[src/rtl/butterfly_ctrl.sv]
// Control sequencer for one radix-2 butterfly (X = a + w*b, Y = a - w*b):
// it steps the shared multiplier/accumulator datapath through the real and imag passes.
module butterfly_ctrl #(
    parameter int NO_COMP_WORD = 2,
    parameter int CNT_WIDTH    = 8
) (
    input  logic                    clk,
    input  logic                    rst,
    input  logic                    start,
    input  logic                    hold,
    output logic                    data_in_en,
    output logic [NO_COMP_WORD-1:0] data_in_addr,
    output logic                    w_addr,
    output logic                    acu_enable,
    output logic                    acu_load1,
    output logic                    acu_load2,
    output logic                    acu_cin1,
    output logic                    acu_cin2,
    output logic                    data_out_en,
    output logic                    data_out_addr,
    output logic                    busy,
    output logic                    done,
    output logic [CNT_WIDTH-1:0]    bf_count
);

    typedef enum logic [3:0] {
        S_IDLE, S_CAP,
        S_RL, S_R1, S_R2, S_RW,
        S_IL, S_I1, S_I2, S_IW,
        S_DONE
    } state_t;

    typedef struct packed {
        logic din_en;
        logic din_addr;
        logic w_addr;
        logic acu_en;
        logic load1;
        logic load2;
        logic cin1;
        logic cin2;
        logic dout_en;
        logic dout_addr;
        logic done;
    } ctrl_t;

    state_t               state_q, state_d;
    ctrl_t                ctrl_q, ctrl_d;
    logic [CNT_WIDTH-1:0] count_q;

    // State and the control word for that state are registered together, so
    // every select/load/cin output comes straight from a flop.
    // NOTE: sequential state uses non-blocking assignments so all flops see
    // pre-edge values; reset is asynchronous and clears every flop.
    always_ff @(posedge clk or posedge rst) begin
        if (rst) begin
            state_q <= S_IDLE;
            ctrl_q  <= '0;
        end else begin
            state_q <= state_d;
            ctrl_q  <= ctrl_d;
        end
    end

    // hold freezes the sequence; start is only looked at in IDLE and DONE.
    always_comb begin
        // NOTE: default assignment first so no path leaves state_d unassigned
        // (otherwise a latch is inferred).
        state_d = state_q;
        if (!hold) begin
            unique case (state_q)
                S_IDLE: if (start) state_d = S_CAP;
                S_CAP:  state_d = S_RL;
                S_RL:   state_d = S_R1;
                S_R1:   state_d = S_R2;
                S_R2:   state_d = S_RW;
                S_RW:   state_d = S_IL;
                S_IL:   state_d = S_I1;
                S_I1:   state_d = S_I2;
                S_I2:   state_d = S_IW;
                S_IW:   state_d = S_DONE;
                S_DONE: state_d = start ? S_CAP : S_IDLE;
                default: state_d = S_IDLE;
            endcase
        end
    end

    // Control word for the state about to be entered.
    always_comb begin
        ctrl_d = '0;
        unique case (state_d)
            S_CAP: ctrl_d.din_en = 1'b1;
            S_RL: begin
                ctrl_d.acu_en = 1'b1;
                ctrl_d.load1  = 1'b1;
                ctrl_d.load2  = 1'b1;
            end
            S_R1: begin
                ctrl_d.acu_en = 1'b1;
                ctrl_d.cin2   = 1'b1;
            end
            S_R2: begin
                ctrl_d.din_addr = 1'b1;
                ctrl_d.w_addr   = 1'b1;
                ctrl_d.acu_en   = 1'b1;
                ctrl_d.cin1     = 1'b1;
            end
            S_RW: ctrl_d.dout_en = 1'b1;
            S_IL: begin
                ctrl_d.din_addr = 1'b1;
                ctrl_d.acu_en   = 1'b1;
                ctrl_d.load1    = 1'b1;
                ctrl_d.load2    = 1'b1;
            end
            S_I1: begin
                ctrl_d.w_addr = 1'b1;
                ctrl_d.acu_en = 1'b1;
                ctrl_d.cin2   = 1'b1;
            end
            S_I2: begin
                ctrl_d.din_addr = 1'b1;
                ctrl_d.acu_en   = 1'b1;
                ctrl_d.cin2     = 1'b1;
            end
            S_IW: begin
                ctrl_d.dout_en   = 1'b1;
                ctrl_d.dout_addr = 1'b1;
            end
            S_DONE: ctrl_d.done = 1'b1;
            default: ctrl_d = '0;
        endcase
    end

    // Counts only the cycle where done actually reaches the scheduler.
    always_ff @(posedge clk or posedge rst) begin
        if (rst) begin
            count_q <= '0;
        end else if (ctrl_q.done && !hold) begin
            count_q <= count_q + CNT_WIDTH'(1);
        end
    end

    assign data_in_en    = ctrl_q.din_en  & ~hold;
    assign acu_enable    = ctrl_q.acu_en  & ~hold;
    assign data_out_en   = ctrl_q.dout_en & ~hold;
    assign done          = ctrl_q.done    & ~hold;

    assign data_in_addr  = NO_COMP_WORD'(ctrl_q.din_addr);
    assign w_addr        = ctrl_q.w_addr;
    assign acu_load1     = ctrl_q.load1;
    assign acu_load2     = ctrl_q.load2;
    assign acu_cin1      = ctrl_q.cin1;
    assign acu_cin2      = ctrl_q.cin2;
    assign data_out_addr = ctrl_q.dout_addr;
    assign busy          = (state_q != S_IDLE);
    assign bf_count      = count_q;

endmodule
[config.mk]
export PLATFORM = sky130hd
export DESIGN_NAME = butterfly_ctrl
export DESIGN_NICKNAME = d
export VERILOG_FILES = /design/src/rtl/butterfly_ctrl.sv
export SDC_FILE = /design/constraint.sdc
export NUM_CORES = 1
export LEC_CHECK = 0
export ABC_CLOCK_PERIOD_IN_PS = 1900
export CAP_MARGIN = 40
export CORE_MARGIN = 1
export CORE_UTILIZATION = 48
export DETAILED_ROUTE_END_ITERATION = 10
export GPL_TIMING_DRIVEN = 0
export PLACE_DENSITY_LB_ADDON = 0.2
export SETUP_SLACK_MARGIN = 0.02
export SYNTH_ARGS = -nofsm -noshare
export SYNTH_HDL_FRONTEND = slang
export SYNTH_SLANG_ARGS = --single-unit
[constraint.sdc]
create_clock -name clk -period 1.9 [get_ports clk]
set_input_delay 0.38 -clock clk [delete_from_list [all_inputs] [get_ports clk]]
set_output_delay 0.38 -clock clk [all_outputs]
set_load 0.01 [all_outputs]
==> flow_summary.json, run 1 <==
{
  "end_kind": "output pin",
  "die_area_um2": 2348,
  "cts_resized": 10,
  "min_path_type": "flop to flop",
  "h-tree-depth": 1,
  "whs_ns": 0.4943,
  "cp_slowest_stage_delay_ns": 0.58,
  "status": "completed",
  "cts_made_buffers": 3,
  "antenna_found_initial": 0,
  "switching_share": 0.3429,
  "multi_input_area_um2": 425.4,
  "synth.area.top_cells": "dfrtp_1 (53%), xnor2_1 (5.1%), nor2b_1 (3.0%)",
  "path_clk_slew_ns": 0.13,
  "num_vias": 727,
  "clockBufferDepth": 2,
  "maxCapViolCount": 0,
  "critPathSlowestCell": "clkdlybuf4s50_1",
  "grt_pass1_wl_um": 3098,
  "synth-edff-count": 0,
  "crit_start": "bf_count[0]",
  "synth_common_cells": "dfrtp_1 (22), nand2_1 (7), nor2_1 (7)",
  "ys_seq_area_frac": 0.5314,
  "ant_nets": 0,
  "setup_tns_ns": 0,
  "start_util": 0.5175,
  "period_share": 0.9184,
  "final_hold_viol_count": 0,
  "p_switching_uw": 627.2,
  "place_congestion": 0.7663,
  "synth.ff_latch_count": 22,
  "syn_nets": 96,
  "area_growth_syn_to_layout_pct": 31.88,
  "power.leakage_uw": 0.0006242,
  "cp-start-kind": "flop",
  "drc": 0,
  "via_per_inst": 5.014,
  "drtPass1Iterations": 4,
  "synth_top_cell_area_share": 0.5314,
  "max_freq_ghz": 0.5731,
  "cts_setup_buffers": 0,
  "crit_chain": "clkdlybuf4s50_1",
  "crit_fanout": 6,
  "grt_pass1_vias": 658,
  "setup_ws_ns": 0.1550,
  "pwr-share-seq": 0.380,
  "drtIter0Drc": 8,
  "clock_latency_ns": 0.31,
  "overflow": 0,
  "fp.coreArea_um2": 2002,
  "row_count": 16,
  "synth_area_um2": 1036,
  "yosysUniqueCellTypes": 34,
  "synth-main-ff-cell": "dfrtp_1",
  "fin_util": 0.6825,
  "comb_power_share": 0.428,
  "crit_required_ns": 1.52,
  "critPathArrivalTime_ns": 1.37,
  "die_h_um": 48.46,
  "finalMaxSlewViolations": 0,
  "cts_tree": "done",
  "finalNetCount": 124,
  "die_x_um": 48.46,
  "slew_headroom": 0.4670,
  "final-seq-area_um2": 554.3,
  "finalSetupViolCount": 0,
  "cpLargestDelayFamily": "buffers and inverters",
  "worst_hold_startpoint": "bf_count[7]",
  "io_pins": 25,
  "p_int_uw": 1202,
  "power_density_nw_per_um2": 1339,
  "fin_crit_ns": 1.745,
  "async_reset_ff_frac": 1.000,
  "yosysMostFrequentCell": "dfrtp_1",
  "cts_root_buf": "clkbuf_4",
  "timing.critical_path.buf_inv": 1,
  "r2r_start": "state_q[2]",
  "synth_top_cell_by_area": "dfrtp_1",
  "pre_cts_ws_ns": -0.3364,
  "skew_ns": 0.02060,
  "hold_buffers": 0,
  "syn-instance-count": 91,
  "dp_hpwl_um": 1289,
  "wl_per_cell_um": 12.42,
  "power_frac_clock": 0.192,
  "worstSetupPathType": "flop to output pin",
  "syn_avg_cell_area_um2": 11.38,
  "wl_um": 1801,
  "grt_max_degree": 23,
  "nFillCells": 150,
  "cts.sinks": 22,
  "io_buffers": 23,
  "rsz0062_at_grt": "no",
  "diodes": 0,
  "worst_pin_slew_ns": 0.7986,
  "grt_usage": 0.1743,
  "drive_above_1_share": 0.2119,
  "vdd_ir_drop_max_mv": 1.269,
  "ys_warn_count": 0
}
## metal layers
metal | wire length [µm] | GRT usage | up-vias | share of wire
met5 | 0 | 0 | - | 0
met4 | 13 | 0.05882 | 0 | 0.0072
met3 | 74 | 0.04088 | 2 | 0.041
met2 | 872 | 0.2864 | 15 | 0.48
met1 | 840 | 0.2276 | 352 | 0.47
li1 | - | - | 358 | -
## kinds of logic (layout without fill, tap and decap cells)
group           Yosys count  count (layout)  synth area share
xor+xnor                  7               7           0.05918
simple gates             36              36            0.2065
other cells               1               1          0.003620
fa+ha+maj                 1               1           0.01208
flops                    22              22            0.5314
mux                       2               2           0.02053
buf+inv                  10              37           0.06039
compound gates           12              12            0.1063
## cells in the final DEF, fill, tap and decap left out, types with 2 or more instances in the layout
| master | instances |
|---|---|
| dfrtp_1 | 19 |
| clkdlybuf4s50_1 | 17 |
| nand2_1 | 7 |
| xnor2_1 | 6 |
| nor2_1 | 6 |
| nor2b_1 | 5 |
| buf_4 | 4 |
| nand4_1 | 4 |
| clkbuf_4 | 4 |
| dlygate4sd2_1 | 4 |
| nor3_1 | 3 |
| inv_1 | 3 |
| dfrtp_2 | 3 |
| buf_6 | 2 |
| and3_1 | 2 |
| o21ai_0 | 2 |
| nand2b_1 | 2 |
| a21oi_1 | 2 |
## flip-flops by register name, indices dropped and copies added, names as in the netlist
name and count:
acu_load1 1, data_in_addr 1, bf_count 8, state_q 4, ctrl_q 4, data_out_addr 1, acu_cin1 1, w_addr 1
acu_cin2 1
## layout make-up
| cell class | count | area share |
|---|---|---|
| Buffer | 7 | 0.04396 |
| Sequential cell | 22 | 0.4057 |
| Inverter | 3 | 0.008242 |
| Tap cell | 27 | 0.02473 |
| Clock inverter | 1 | 0.02198 |
| Timing Repair Buffer | 23 | 0.1676 |
| Clock buffer | 3 | 0.01648 |
| Multi-Input combinational cell | 59 | 0.3114 |
## power by group through the flow
| stage | Sequential [µW] | Combinational (µW) | Clock, µW |
|---|---|---|---|
| global placement | 689 | 773 | 0 |
| CTS | 688 | 787 | 357 |
| floorplan | 695 | 523 | 0 |
| finish | 696 | 783 | 351 |
| detailed placement | 695 | 785 | 0 |
| global route | 713 | 852 | 388 |
## worst paths after layout
kind / end / slack (ns) / depth (start not counted)
hold reg to reg: bf_count[7] / 0.49 / 1
hold / removal: bf_count[7] / 0.49 / 1
setup / recovery: bf_count[0] / 0.15 / 1
max in group asynchronous: state_q[3] / 0.83 / 2
min in group asynchronous: data_out_addr / 0.50 / 2
setup reg to reg: ctrl_q[7] / 0.30 / 6
## metrics by stage
stage / area, µm² / instances / total power [µW]
finish: 1366 / 145 / 1829
global route: 1366 / 145 / 1953
CTS: 1356 / 145 / 1832
detailed placement: 1300 / 141 / 1480
global placement: 1300 / 141 / 1461
floorplan: 1036 / 91 / 1218
Power figures use the tool's default switching activity.
==> run 2: changes to the inputs <==
ABC_CLOCK_PERIOD_IN_PS = 2000   (was 1900)
CAP_MARGIN = 30   (was 40)
clock period = 2 ns   (was 1.9 ns; I/O delays follow)
==> run 2 against run 1 <==
Core utilization is 0.44 points higher; non-clock buffer count is 3 higher; clock power is 5% lower; largest power group unchanged; via count is 2.5% higher; die area stayed put.
==> flow_summary.json, run 2 (synthesis results as in run 1) <==
{
  "crit_fanout": 10,
  "clock_latency_ns": 0.31,
  "cp-start-kind": "input pin",
  "slew_headroom": 0.4664,
  "cts_made_buffers": 3,
  "place_congestion": 0.7663,
  "drive_above_1_share": 0.1983,
  "skew_ns": 0.01892,
  "cp-endpoint": "done",
  "dp_hpwl_um": 1289,
  "r2r_slack_ns": 0.41,
  "worst_pin_slew_ns": 0.7995,
  "io_buffers": 23,
  "worstSetupPathType": "input pin to output pin",
  "p_int_uw": 1135,
  "grt_pass1_wl_um": 3084,
  "max_freq_ghz": 0.5226,
  "cts_root_buf": "clkbuf_4",
  "path_clk_slew_ns": 0.13,
  "end_kind": "output pin",
  "die_x_um": 48.46,
  "r2r_start": "state_q[1]",
  "final_cell_mix": "dfrtp_1 (21), clkdlybuf4s50_1 (19), buf_4 (8)",
  "num_vias": 745,
  "wl_per_cell_um": 12.61,
  "cts_tree": "done",
  "diodes": 0,
  "maxCapViolCount": 0,
  "r2r_cells": 5,
  "fin_util": 0.6869,
  "placed_area_um2": 1300,
  "switching_share": 0.3431,
  "final_hold_viol_count": 0,
  "r2r_end": "ctrl_q[7]",
  "overflow": 0,
  "crit_required_ns": 1.60,
  "die_area_um2": 2348,
  "grt_pass1_vias": 657,
  "grt_usage": 0.1736,
  "h-tree-depth": 1,
  "vdd_ir_drop_max_mv": 1.207,
  "power.leakage_uw": 0.0006383,
  "comb_power_share": 0.430,
  "status": "completed",
  "finalSetupViolCount": 0,
  "power_frac_clock": 0.192,
  "wl_um": 1867,
  "largest_reg_flops": 8,
  "power_density_nw_per_um2": 1256,
  "area_growth_syn_to_layout_pct": 32.73,
  "io_pins": 25,
  "drc": 0,
  "period_share": 0.9567,
  "crit_start": "hold",
  "grt_max_degree": 23,
  "rsz0062_at_grt": "no",
  "fp.coreArea_um2": 2002,
  "setup_tns_ns": 0,
  "drtIter0Drc": 10,
  "finalMaxSlewViolations": 0,
  "row_count": 16,
  "start_util": 0.5175,
  "min_path_type": "flop to flop",
  "fin_crit_ns": 1.913,
  "pwr-share-seq": 0.378,
  "drtPass1Iterations": 4,
  "via_per_inst": 5.034,
  "critPathArrivalTime_ns": 1.51,
  "clockBufferDepth": 2,
  "die_h_um": 48.46,
  "ant_nets": 0,
  "design_area_um2": 1375,
  "cts.sinks": 22,
  "power.total_uw": 1727,
  "p_switching_uw": 592.7,
  "finalNetCount": 127,
  "antenna_found_initial": 0,
  "final_common_cell": "dfrtp_1"
}
## run 2: changes by cell type in the layout (fill, tap and decap cells not counted)
cell and delta:
buf_2 +1, nor2_1 +1, dlymetal6s2s_1 -1, clkdlybuf4s15_1 +1, dfrtp_1 +2, clkbuf_4 -1
nor2_2 -1, dfrtp_2 -2, buf_6 -1, clkdlybuf4s50_1 +2, buf_4 +4, clkdlybuf4s15_2 -1
dlygate4sd2_1 -1
## run 2: power by group through the flow
stage               Clock, µW  Sequential [µW]  Combinational, µW
floorplan                   0              660                497
global placement            0              654                734
detailed placement          0              660                746
CTS                       340              651                747
global route              369              670                806
finish                    332              653                742
## run 2: per-layer routing
metal,global-route usage,part of all wire,vias up
met5,0,0,-
met4,0.05882,0.0070,0
met3,0.04088,0.047,2
met2,0.2864,0.49,19
met1,0.2255,0.46,363
li1,-,-,361
## run 2: cell type report
class / instances / area [µm²]
Fill cell: 151 / 626.9
Sequential cell: 22 / 551.8
Multi-Input combinational cell: 59 / 422.9
Timing Repair Buffer: 26 / 249.0
Buffer: 7 / 53.80
Tap cell: 27 / 33.78
Clock inverter: 1 / 30.03
Clock buffer: 3 / 22.52
Inverter: 3 / 11.26
## run 2: critical path: stages
cell and delay (ns):
clkdlybuf4s50_1 0.44, buf_4 0.19, nor2b_1 0.12, buf_4 0.14, clkdlybuf4s15_1 0.23
## run 2: how the worst min path moves through the flow
stage,from,endpoint,slack [ns],cells after the start
6_report,bf_count[7],bf_count[7],0.49,1
5_1_grt,bf_count[7],bf_count[7],0.53,1
4_1_cts,bf_count[7],bf_count[7],0.50,1
3_5_place_dp,bf_count[7],bf_count[7],0.48,1
3_3_place_gp,bf_count[7],bf_count[7],0.46,1
2_1_floorplan,rst,acu_cin1,0.39,1
## run 2: repair_timing
item / CTS / global route
resized for setup: 5 / 2
endpoints found under the setup margin: 4 / 2
hold buffers: 0 / 0
setup buffers: 0 / 3
pin swaps: 0 / 0
endpoints found under the hold margin: 0 / 0
## run 2: through the flow
stage / hold slack [ns] / setup slack (ns) / cells
finish: 0.4941 / 0.08659 / 148
global route: 0.5319 / 0.02117 / 148
CTS: 0.4966 / 0.02064 / 145
detailed placement: 0.4763 / -0.2764 / 141
global placement: 0.4613 / -0.2551 / 141
floorplan: 0.3892 / 0.5545 / 91
==> run 3: changes to the inputs <==
RECOVER_POWER = 100   (was not set)
==> run 3 against run 2 <==
Count of clock-buffer cells in the layout unchanged; via count is 1.2% higher; non-clock buffer count stayed put; critical path type unchanged; first-iteration DRC count unchanged; maximum frequency grew 0.12%; clock power about the same; critical path depth stayed put; sequential power barely moved; die area unchanged; clock skew is 0.0015 ns lower; final area is 1.7% lower; largest power group unchanged; combinational power is 10% lower.
==> flow_summary.json, run 3 (synthesis results as in run 1) <==
{
  "worst_pin_slew_ns": 0.7940,
  "grt_pass1_vias": 657,
  "final_hold_viol_count": 0,
  "grt_usage": 0.1736,
  "io_buffers": 23,
  "vdd_ir_drop_max_mv": 1.118,
  "cts_tree": "done",
  "die_area_um2": 2348,
  "max_freq_ghz": 0.5233,
  "place_congestion": 0.7663,
  "rsz0062_at_grt": "no",
  "clock_latency_ns": 0.31,
  "dp_hpwl_um": 1289,
  "path_clk_slew_ns": 0.13,
  "critPathMostFrequentCell": "buf_4",
  "worstSetupPathType": "input pin to output pin",
  "period_share": 0.9555,
  "drtIter0Drc": 10,
  "via_per_inst": 5.095,
  "h-tree-depth": 1,
  "fin_crit_ns": 1.911,
  "drive_above_1_share": 0.1653,
  "multi_input_area_um2": 410.4,
  "wl_um": 1853,
  "die_x_um": 48.46,
  "cp_slowest_stage_delay_ns": 0.44,
  "fp.coreArea_um2": 2002,
  "whs_ns": 0.4896,
  "final-seq-area_um2": 551.8,
  "nFillCells": 158,
  "final_cell_mix": "dfrtp_1 (21), dlygate4sd3_1 (16), nand2_1 (7), nor2_1 (7)",
  "crit_required_ns": 1.60,
  "area_growth_syn_to_layout_pct": 30.44,
  "critPathArrivalTime_ns": 1.51,
  "cts_made_buffers": 3,
  "die_h_um": 48.46,
  "maxCapViolCount": 0,
  "skew_ns": 0.01743,
  "antenna_found_initial": 0,
  "cts_root_buf": "clkbuf_4",
  "wl_per_cell_um": 12.52,
  "critPathSlowestCell": "clkdlybuf4s50_1",
  "power_density_nw_per_um2": 1222,
  "pre_cts_ws_ns": -0.2764,
  "setup_ws_ns": 0.08897,
  "end_kind": "output pin",
  "grt_max_degree": 23,
  "clockBufferDepth": 2,
  "finalMaxSlewViolations": 0,
  "finalNetCount": 127,
  "hold_buffers": 0,
  "crit_fanout": 10,
  "overflow": 0,
  "power.leakage_uw": 0.0006631,
  "grt_pass1_wl_um": 3084,
  "io_pins": 25,
  "cp-start-kind": "input pin",
  "drc": 0,
  "ant_nets": 0,
  "min_path_type": "flop to flop",
  "start_util": 0.5175,
  "status": "completed",
  "largest_reg_flops": 8,
  "row_count": 16,
  "finalSetupViolCount": 0,
  "num_vias": 754,
  "r2r_slack_ns": 0.25,
  "placed_cells_incl_taps": 141,
  "crit_chain": "clkdlybuf4s50_1 > buf_4 > nor2b_1 > buf_4 > clkdlybuf4s15_1",
  "slew_headroom": 0.4701,
  "cts.sinks": 22,
  "drtPass1Iterations": 4,
  "fin_cells": 148,
  "diodes": 0,
  "final_common_cell": "dfrtp_1"
}
[run 3: cell types whose count changed in the layout (fill, tap and decap cells not counted), sizes merged]
cell | previous run | this run
buf | 10 | 7
clkdlybuf4s50 | 19 | 3
clkbuf | 3 | 6
dlygate4sd3 | 0 | 16
[run 3: layout make-up]
| type | count | share of cell area |
|---|---|---|
| well taps | 27 | 0.02500 |
| plain buffers | 7 | 0.03426 |
| clock inverters | 1 | 0.02222 |
| flip-flops and latches | 22 | 0.4083 |
| repair buffers | 26 | 0.1815 |
| inverters | 3 | 0.008333 |
| multi-input cells | 59 | 0.3037 |
| clock buffers | 3 | 0.01667 |
[run 3: metrics by stage]
stage               instance area [µm²]    util  total power, µW  setup TNS [ns]
CTS                                1350  0.6744             1738               0
detailed placement                 1300  0.6494             1406         -0.5908
floorplan                          1036       -             1157               0
global route                       1351  0.6750             1767               0
global placement                   1300  0.6494             1388         -0.4533
finish                             1351  0.6750             1651               0
[run 3: worst paths after layout]
path,start,end,depth (start not counted)
max in group asynchronous,rst,state_q[3],2
setup / recovery,hold,done,5
hold reg to reg,bf_count[4],bf_count[4],1
min in group asynchronous,rst,data_out_addr,2
hold / removal,bf_count[4],bf_count[4],1
setup reg to reg,state_q[1],acu_cin2,6
[run 3: repair_timing]
| item | in CTS | in global routing |
|---|---|---|
| resized for setup | 5 | 2 |
| setup buffers | 0 | 3 |
| setup endpoints to repair | 4 | 2 |
[run 3: where the power goes]
group | switching [µW] | total, µW | internal [µW] | leakage (µW)
Clock | 131 | 333 | 203 | 0.0000279
Combinational | 356 | 667 | 311 | 0.000347
Sequential | 89.2 | 650 | 561 | 0.000288
Total | 576 | 1650 | 1070 | 0.000663
[run 3: worst max-delay path, delay by kind of cell]
kind                   cells  cell delay (ns)
buffers and inverters      4             0.99
AND/OR/NAND/NOR            1             0.11
[run 3: metal layers]
metal / vias to the layer above / track usage / share of wire
li1: 365 / - / -
met1: 365 / 0.2255 / 0.44
met2: 22 / 0.2864 / 0.49
met3: 2 / 0.04088 / 0.062
met4: 0 / 0.05882 / 0.0070
met5: - / 0 / 0
